## src/rtl/prbs5_pkg.sv

```systemverilog
// Shared types and constants for the PRBS5 checker slice.
// Generator: x^5+x^3+1, feedback q[2]^q[4], serial output q[4], period 31.
package prbs5_pkg;

  typedef enum logic [0:0] {
    SEARCH = 1'b0,
    LOCKED = 1'b1
  } state_t;

  localparam int             PRBS5_LEN    = 5;
  localparam int             PRBS5_PERIOD = 31;
  localparam logic [4:0]     PRBS5_SEED   = 5'b11111;

  // One generator step: shift left, feedback enters at bit 0.
  function automatic logic [PRBS5_LEN-1:0] prbs5_next(input logic [PRBS5_LEN-1:0] state);
    return {state[PRBS5_LEN-2:0], state[2] ^ state[4]};
  endfunction

endpackage

```

## src/rtl/prbs5_predictor.sv

```systemverilog
// History shift register for the checker. Holds the last five enabled
// samples (oldest in bit 4) and predicts the next serial bit from them.
module prbs5_predictor
  import prbs5_pkg::*;
(
  input  logic                 clk,
  input  logic                 rst,
  input  logic                 en,
  input  logic                 din,
  output logic [PRBS5_LEN-1:0] hist,
  output logic [PRBS5_LEN-1:0] hist_nxt,
  output logic                 pred
);

  logic [PRBS5_LEN-1:0] expect_hist;

  // Bits [4:1] of the predicted history are just the shifted history;
  // bit 0 is the predicted incoming bit.
  assign expect_hist = prbs5_next(hist);
  assign pred        = expect_hist[0];
  assign hist_nxt    = {expect_hist[PRBS5_LEN-1:1], din};

  // Shift in every enabled sample regardless of checker state.
  always_ff @(posedge clk) begin
    if (rst) begin
      hist <= '0;
    end else if (en) begin
      hist <= hist_nxt;
    end
  end

endmodule

```

## config.mk

```make
export PLATFORM = sky130hd
export DESIGN_NAME = prbs5_predictor
export DESIGN_NICKNAME = d
export VERILOG_FILES = /design/src/rtl/prbs5_pkg.sv /design/src/rtl/prbs5_predictor.sv
export SDC_FILE = /design/constraint.sdc
export NUM_CORES = 1
export LEC_CHECK = 0
export ABC_CLOCK_PERIOD_IN_PS = 850
export BUFFER_PORTS_ARGS = -buffer_cell sky130_fd_sc_hd__clkbuf_2
export CELL_PAD_IN_SITES_DETAIL_PLACEMENT = 0
export CELL_PAD_IN_SITES_GLOBAL_PLACEMENT = 1
export CORE_AREA = 2 2 39 41
export CTS_BUF_LIST = sky130_fd_sc_hd__clkbuf_8
export DETAILED_ROUTE_END_ITERATION = 10
export DIE_AREA = 0 0 41 43
export PLACE_DENSITY_LB_ADDON = 0.25
export SLEW_MARGIN = 20
export SYNTH_ARGS = -nofsm -noshare
export SYNTH_HDL_FRONTEND = slang
export SYNTH_SLANG_ARGS = --single-unit
```

## constraint.sdc

```tcl
create_clock -name clk -period 0.85 [get_ports clk]
set_input_delay 0.17 -clock clk [delete_from_list [all_inputs] [get_ports clk]]
set_output_delay 0.17 -clock clk [all_outputs]
set_load 0.1 [all_outputs]
```

== Word-level counts from Yosys, hierarchy flattened ==
Cells that the tools add are included.
Word-level totals
  register bits after elaboration: 5
  bits in latches: 0
  memory bits (writable): 0
  ROM bits: 0
  input bits: 4
  memories: 0
Operators by class
  $add $sub $neg: 0
  $mul: 0
  div/mod/pow operators: 0
  magnitude comparators: 0
  equal/unequal tests: 0
  shift operators: 0
  multiplexer cells: 0
  bitwise operators: 1
  reduce and logical (&&, ||, !) cells: 0
Operators by type and width (count)
  XOR 1 bit: 1

== Depth between registers and ports, before layout ==
Gate-level depths: netlist of the first run.
  depth after elaboration: 1
  depth in mapped cells: 3
  depth with buffers taken out: 2

== Worst setup path before layout of the first run ==
OpenSTA, ideal clock, no wires.
  kind: reg-to-output
  start: register hist[2]
  end: output pred
  arrival time: 2.491 ns
  required time: 0.680 ns
  setup slack: -1.811 ns
  cell stages (with the launch flop): 2
  buffers on the path: 0
  cells stage by stage: dfxtp_1 xor2_1
On the way
  word-level cells in the longest chain between the ends: 1
Ends and longest elaborated chain
  start, declared: RTL line prbs5_predictor.sv:10  | output logic [PRBS5_LEN-1:0] hist,
  start signal, assigned: RTL line prbs5_predictor.sv:28  | hist <= hist_nxt;
  XOR 1 bit: RTL line prbs5_pkg.sv:16  | return {state[PRBS5_LEN-2:0], state[2] ^ state[4]};
  end, declared: RTL line prbs5_predictor.sv:12  | output logic pred
No other way between the ends.

== Final worst setup path of the first run ==
Ends and elaborated chain as after synthesis.

==> results of run 1 <==
## cells by family (layout without fill, tap and decap cells)
group / after synthesis / in the layout / share of synthesized area
flip-flops: 5 / 5 / 0.442
AND/OR/NAND/NOR: 5 / 5 / 0.0829
buffers and inverters: 6 / 23 / 0.215
multiplexers: 5 / 5 / 0.221
XOR/XNOR: 1 / 1 / 0.0387
## power by group
group          switching, mW  total [mW]  internal (mW)
clock network          0.109       0.418          0.309
registers             0.0103       0.241          0.230
logic                  0.130       0.206         0.0760
total                  0.249       0.865          0.615
## routing by layer
metal / part of all wire / routed length (um)
met1: 0.35 / 163
met2: 0.59 / 273
met3: 0.060 / 28
met4: 0 / 0
met5: 0 / 0
## repair_timing
| item | 4_1_cts | 5_1_grt |
|---|---|---|
| buffers inserted | 2 | 0 |
| setup endpoints to repair | 10 | 10 |
| cloned | 0 | 0 |
| pin swaps | 0 | 1 |
## layout by cell type, fill, tap and decap left out, drive strengths merged
master,synthesis,routed
nor2,5,5
mux2i,5,5
dfxtp,5,5
inv,0,1
xor2,1,1
clkbuf,0,6
buf,6,16
## layout make-up
class | instances | area, um^2
Clock buffer | 3 | 41.3
Clock inverter | 1 | 3.75
Fill cell | 136 | 831
Multi-Input combinational cell | 11 | 96.3
Sequential cell | 5 | 119
Tap cell | 16 | 20.0
Timing Repair Buffer | 19 | 273
## critical path, stage by stage (launching register included)
cell	delay [ns]
dfxtp_4	0.35
xor2_4	0.18
buf_12	0.19
## per-stage QoR
step / power, mW / util / TNS, ns / setup WS [ns]
6_report: 0.865 / 0.400 / -1.37 / -0.261
5_1_grt: 0.912 / 0.400 / -1.63 / -0.298
4_1_cts: 0.882 / 0.400 / -1.44 / -0.274
3_5_place_dp: 0.445 / 0.356 / -0.0376 / -0.0376
3_3_place_gp: 0.445 / 0.356 / -0.0235 / -0.0235
2_1_floorplan: 0.395 / - / -0.835 / -0.486
## worst paths after layout
check	from	cells past startpoint	endpoint	slack, ns
max reg2reg	hist[2]$_SDFFE_PP0P_	3	hist[3]$_SDFFE_PP0P_	0.05
min	rst	2	hist[3]$_SDFFE_PP0P_	0.17
min reg2reg	hist[3]$_SDFFE_PP0P_	2	hist[3]$_SDFFE_PP0P_	0.56
max	hist[2]$_SDFFE_PP0P_	2	pred	-0.26
==> impl_metrics.ini, run 1 <==
[die]
rows = 14
io-pin-count = 15
dieArea_um2 = 1760
floorplan.initialDensity = 0.164
core_area_um2 = 1380
die_x_um = 41
die_height_um = 43

[cts]
cts.path.max_buffers = 2
clk_pin_slew_ns = 0.03
cts_repair_resize_count = 0
ctsHoldBuffers = 0
htreeDepth = 1
clk_latency_ns = 0.22
numCtsBuffers = 3
cts_tree = done
clock-sinks = 5
root_buffer = clkbuf_8

[sta]
max_slew_margin = 0.909
finClkSkew_ns = 0.000487
maxSlewViolCount = 0
max_freq_mhz = 900
fin_crit_ns = 1.11
setup_viol = 10
finalWorstSetupSlack_ns = -0.261
hold_violations = 0
final.period_utilization = 1.31
timing.hold.ws_ns = 0.172
rsz0062_at_grt = true
tightestPinTransition_ns = 0.133

[layout]
reg_top3 = hist x5
finalNonFillerCells = 55
largest_reg_flops = 5
syn_to_final_growth_pct = 144
fin_nets = 44
regMostFlops = hist
diodes = 0
fin_area_um2 = 553
drive_above_1_share = 0.718

[place]
dp_cells = 49
place_area_um2 = 493
gp_congestion = 0.592
port_buffers = 14

[global_routing]
grt_use_met1 = 0.0777
grt_antenna_before_repair = 0
grtUsageMet2 = 0.0906
grt_usage = 0.0744
grt_max_degree = 6
busiest_layer = met4
grt_use_met3 = 0.0314
grt_pass1_wl_um = 772
grt-ovfl-total = 0
first_global_vias = 200

[worst_setup_path]
startpoint_type = register
worstPathArrival_ns = 0.94
critPathKind = reg -> out
cp-end-kind = output pin
worstPathMaxFanout = 3
worst_ep_required_time_ns = 0.68

[power_and_ir_drop]
leakage_nw = 0.250
power_density_nw_per_um2 = 1560
peakVddDrop_mv = 0.639

[synthesis]
syn_inst = 22
synth_area_leaders = dfxtp_1, mux2i_1, buf_4, nor2_1, buf_6
seq_area_frac_synth = 0.442
synth_top_flop_cell = dfxtp_1
async_flop_share = 0
ys_seq_elements = 5
synth_edf_count = 0
yosys.area.top_type = dfxtp_1
postSynthAreaPerCell_um2 = 10.3
syn-cell-area_um2 = 226
yosysUniqueCellTypes = 6
synth_top_cells_by_count = buf_4, dfxtp_1, mux2i_1, nor2_1
netlist.area_leader.share = 0.442
synth_nets = 26
yosys_warnings = 0

[drt]
wl_per_cell_um = 8.45
ant_nets = 0
drc = 0
drtIter0Drc = 0
dr_total_vias = 193
vias_per_cell = 3.51
drt-total-wl_um = 465
firstDrtPassIters = 1

[hold_path]
hp-class = in -> reg

[outcome]
status = complete, but fails checks
violations = negative setup slack

[job]
cap_violations = 0
Note: power is estimated with default switching activity, not from simulation.
==> run 2: changes to the inputs <==
--- a/config.mk
+++ b/config.mk
@@ -6,13 +6,13 @@
 export NUM_CORES = 1
 export LEC_CHECK = 0
 export ABC_CLOCK_PERIOD_IN_PS = 850
-export BUFFER_PORTS_ARGS = -buffer_cell sky130_fd_sc_hd__clkbuf_2
 export CELL_PAD_IN_SITES_DETAIL_PLACEMENT = 0
 export CELL_PAD_IN_SITES_GLOBAL_PLACEMENT = 1
 export CORE_AREA = 2 2 39 41
 export CTS_BUF_LIST = sky130_fd_sc_hd__clkbuf_8
 export DETAILED_ROUTE_END_ITERATION = 10
 export DIE_AREA = 0 0 41 43
+export DONT_BUFFER_PORTS = 1
 export PLACE_DENSITY_LB_ADDON = 0.25
 export SLEW_MARGIN = 20
 export SYNTH_ARGS = -nofsm -noshare
==> run 2 against run 1 <==
  * The flow still finishes with violations (negative setup slack)
  * Count of clock-buffer cells in the layout is the same
  * Sequential share of layout area grew 1.8 points
  * Routed wire length grew 2.2%
  * Cell area shrank 7.7%
  * Sequential power is essentially flat
  * Highest routed layer is now met4
==> impl_metrics.ini, run 2 (synthesis gave the netlist of run 1 again) <==
[outcome]
status = complete, but fails checks
violations = negative setup slack

[cts]
htreeDepth = 1
clk_pin_slew_ns = 0.03
clk_latency_ns = 0.22
numCtsBuffers = 3
root_buffer = clkbuf_8
cts.path.max_buffers = 2
cts_tree = done
clock-sinks = 5

[global_routing]
grt-ovfl-total = 0
first_global_vias = 174
grt_pass1_wl_um = 696
grt_antenna_before_repair = 0
grt_usage = 0.0673
grt_max_degree = 6

[sta]
finalWorstSetupSlack_ns = -0.259
finClkSkew_ns = 0.00127
tightestPinTransition_ns = 0.125
fin_crit_ns = 1.11
hold_violations = 0
rsz0062_at_grt = true
final.period_utilization = 1.31
max_freq_mhz = 901
max_slew_margin = 0.914
maxSlewViolCount = 0
fin_setup_tns_ns = -1.58
setup_viol = 10

[hold_path]
hp-start = rst
hp-class = in -> reg
holdPathEnd = hist[3]$_SDFFE_PP0P_
hold_path_depth = 1

[layout]
layout_common_cells = buf_12, buf_4, mux2i_1, nor2_1, dfxtp_4
syn_to_final_growth_pct = 125
regMostFlops = hist
fin_util = 0.369
reg_top3 = hist x5
diodes = 0
drive_above_1_share = 0.657
fin_nets = 40
largest_reg_flops = 5

[drt]
ant_nets = 0
drt-total-wl_um = 475
dr_total_vias = 183
wl_per_cell_um = 9.31
drtIter0Drc = 7
drc = 0
vias_per_cell = 3.59
firstDrtPassIters = 4

[worst_setup_path]
startpoint_type = register
critPathKind = reg -> out
rr_startpoint = hist[2]$_SDFFE_PP0P_
r2r_slack_ns = 0.06
worstPathArrival_ns = 0.94
r2r_end = hist[3]$_SDFFE_PP0P_
cp_slowest_cell = dfxtp_4
crit_chain = xor2_4, buf_12
worst_ep_required_time_ns = 0.68
worstPathMaxFanout = 3
reg2reg_depth = 3
slowest_delay_ns = 0.36
cp-end-kind = output pin

[place]
port_buffers = 0
pre_cts_ws_ns = -0.0330
gp_congestion = 0.631

[die]
rows = 14
die_x_um = 41
floorplan.initialDensity = 0.164
core_area_um2 = 1380
io-pin-count = 15
dieArea_um2 = 1760
die_height_um = 43

[power_and_ir_drop]
leakage_nw = 0.228
power_density_nw_per_um2 = 1620
peakVddDrop_mv = 0.658

[job]
cap_violations = 0
run 2: timing repair:
item / CTS / global route
resized for setup: 5 / 0
endpoints found under the setup margin: 10 / 10
buffers inserted: 4 / 0
endpoints found under the hold margin: 0 / 1
hold buffers: 0 / 1
run 2: worst max-delay path: cells and delay by family (launching register included):
family	cells	cell delay [ns]
flops	1	0.36
buf+inv	1	0.19
xor+xnor	1	0.16
run 2: worst max path at each step:
| stage | from | to | slack (ns) | cells past startpoint |
|---|---|---|---|---|
| after global routing | hist[2]$_SDFFE_PP0P_ | pred | -0.28 | 2 |
| after floorplan | hist[4]$_SDFFE_PP0P_ | pred | -0.49 | 1 |
| after global placement | hist[2]$_SDFFE_PP0P_ | pred | -0.03 | 2 |
| after detailed placement | hist[2]$_SDFFE_PP0P_ | pred | -0.03 | 2 |
| after CTS | hist[2]$_SDFFE_PP0P_ | pred | -0.27 | 2 |
| final | hist[2]$_SDFFE_PP0P_ | pred | -0.26 | 2 |
run 2: layout make-up:
type                    instances  area [um^2]
well taps                      16         20.0
repair buffers                 15          230
multi-input cells              11         96.3
flip-flops and latches          5          119
fillers                       139          873
clock buffers                   3         41.3
clock inverters                 1         3.75
run 2: metal layers:
layer	share of wire	GRT usage	vias up
met3	0.082	0.0314	2
met5	0	0	-
li1	-	-	92
met4	0.029	0.0800	0
met1	0.36	0.0677	79
met2	0.52	0.0875	10
run 2: where the power goes:
| group | switching (mW) | total [mW] | internal, mW |
|---|---|---|---|
| logic | 0.101 | 0.157 | 0.0559 |
| clock network | 0.120 | 0.430 | 0.310 |
| registers | 0.00827 | 0.239 | 0.230 |
run 2: through the flow:
stage / instances / hold slack, ns / power, mW / area (um^2)
global route: 51 / 0.00146 / 0.858 / 510
global placement: 42 / 0.234 / 0.378 / 398
CTS: 50 / 0.00209 / 0.834 / 500
detailed placement: 42 / 0.236 / 0.378 / 398
floorplan: 22 / 0.233 / 0.395 / 309
finish: 51 / 0.00754 / 0.825 / 510
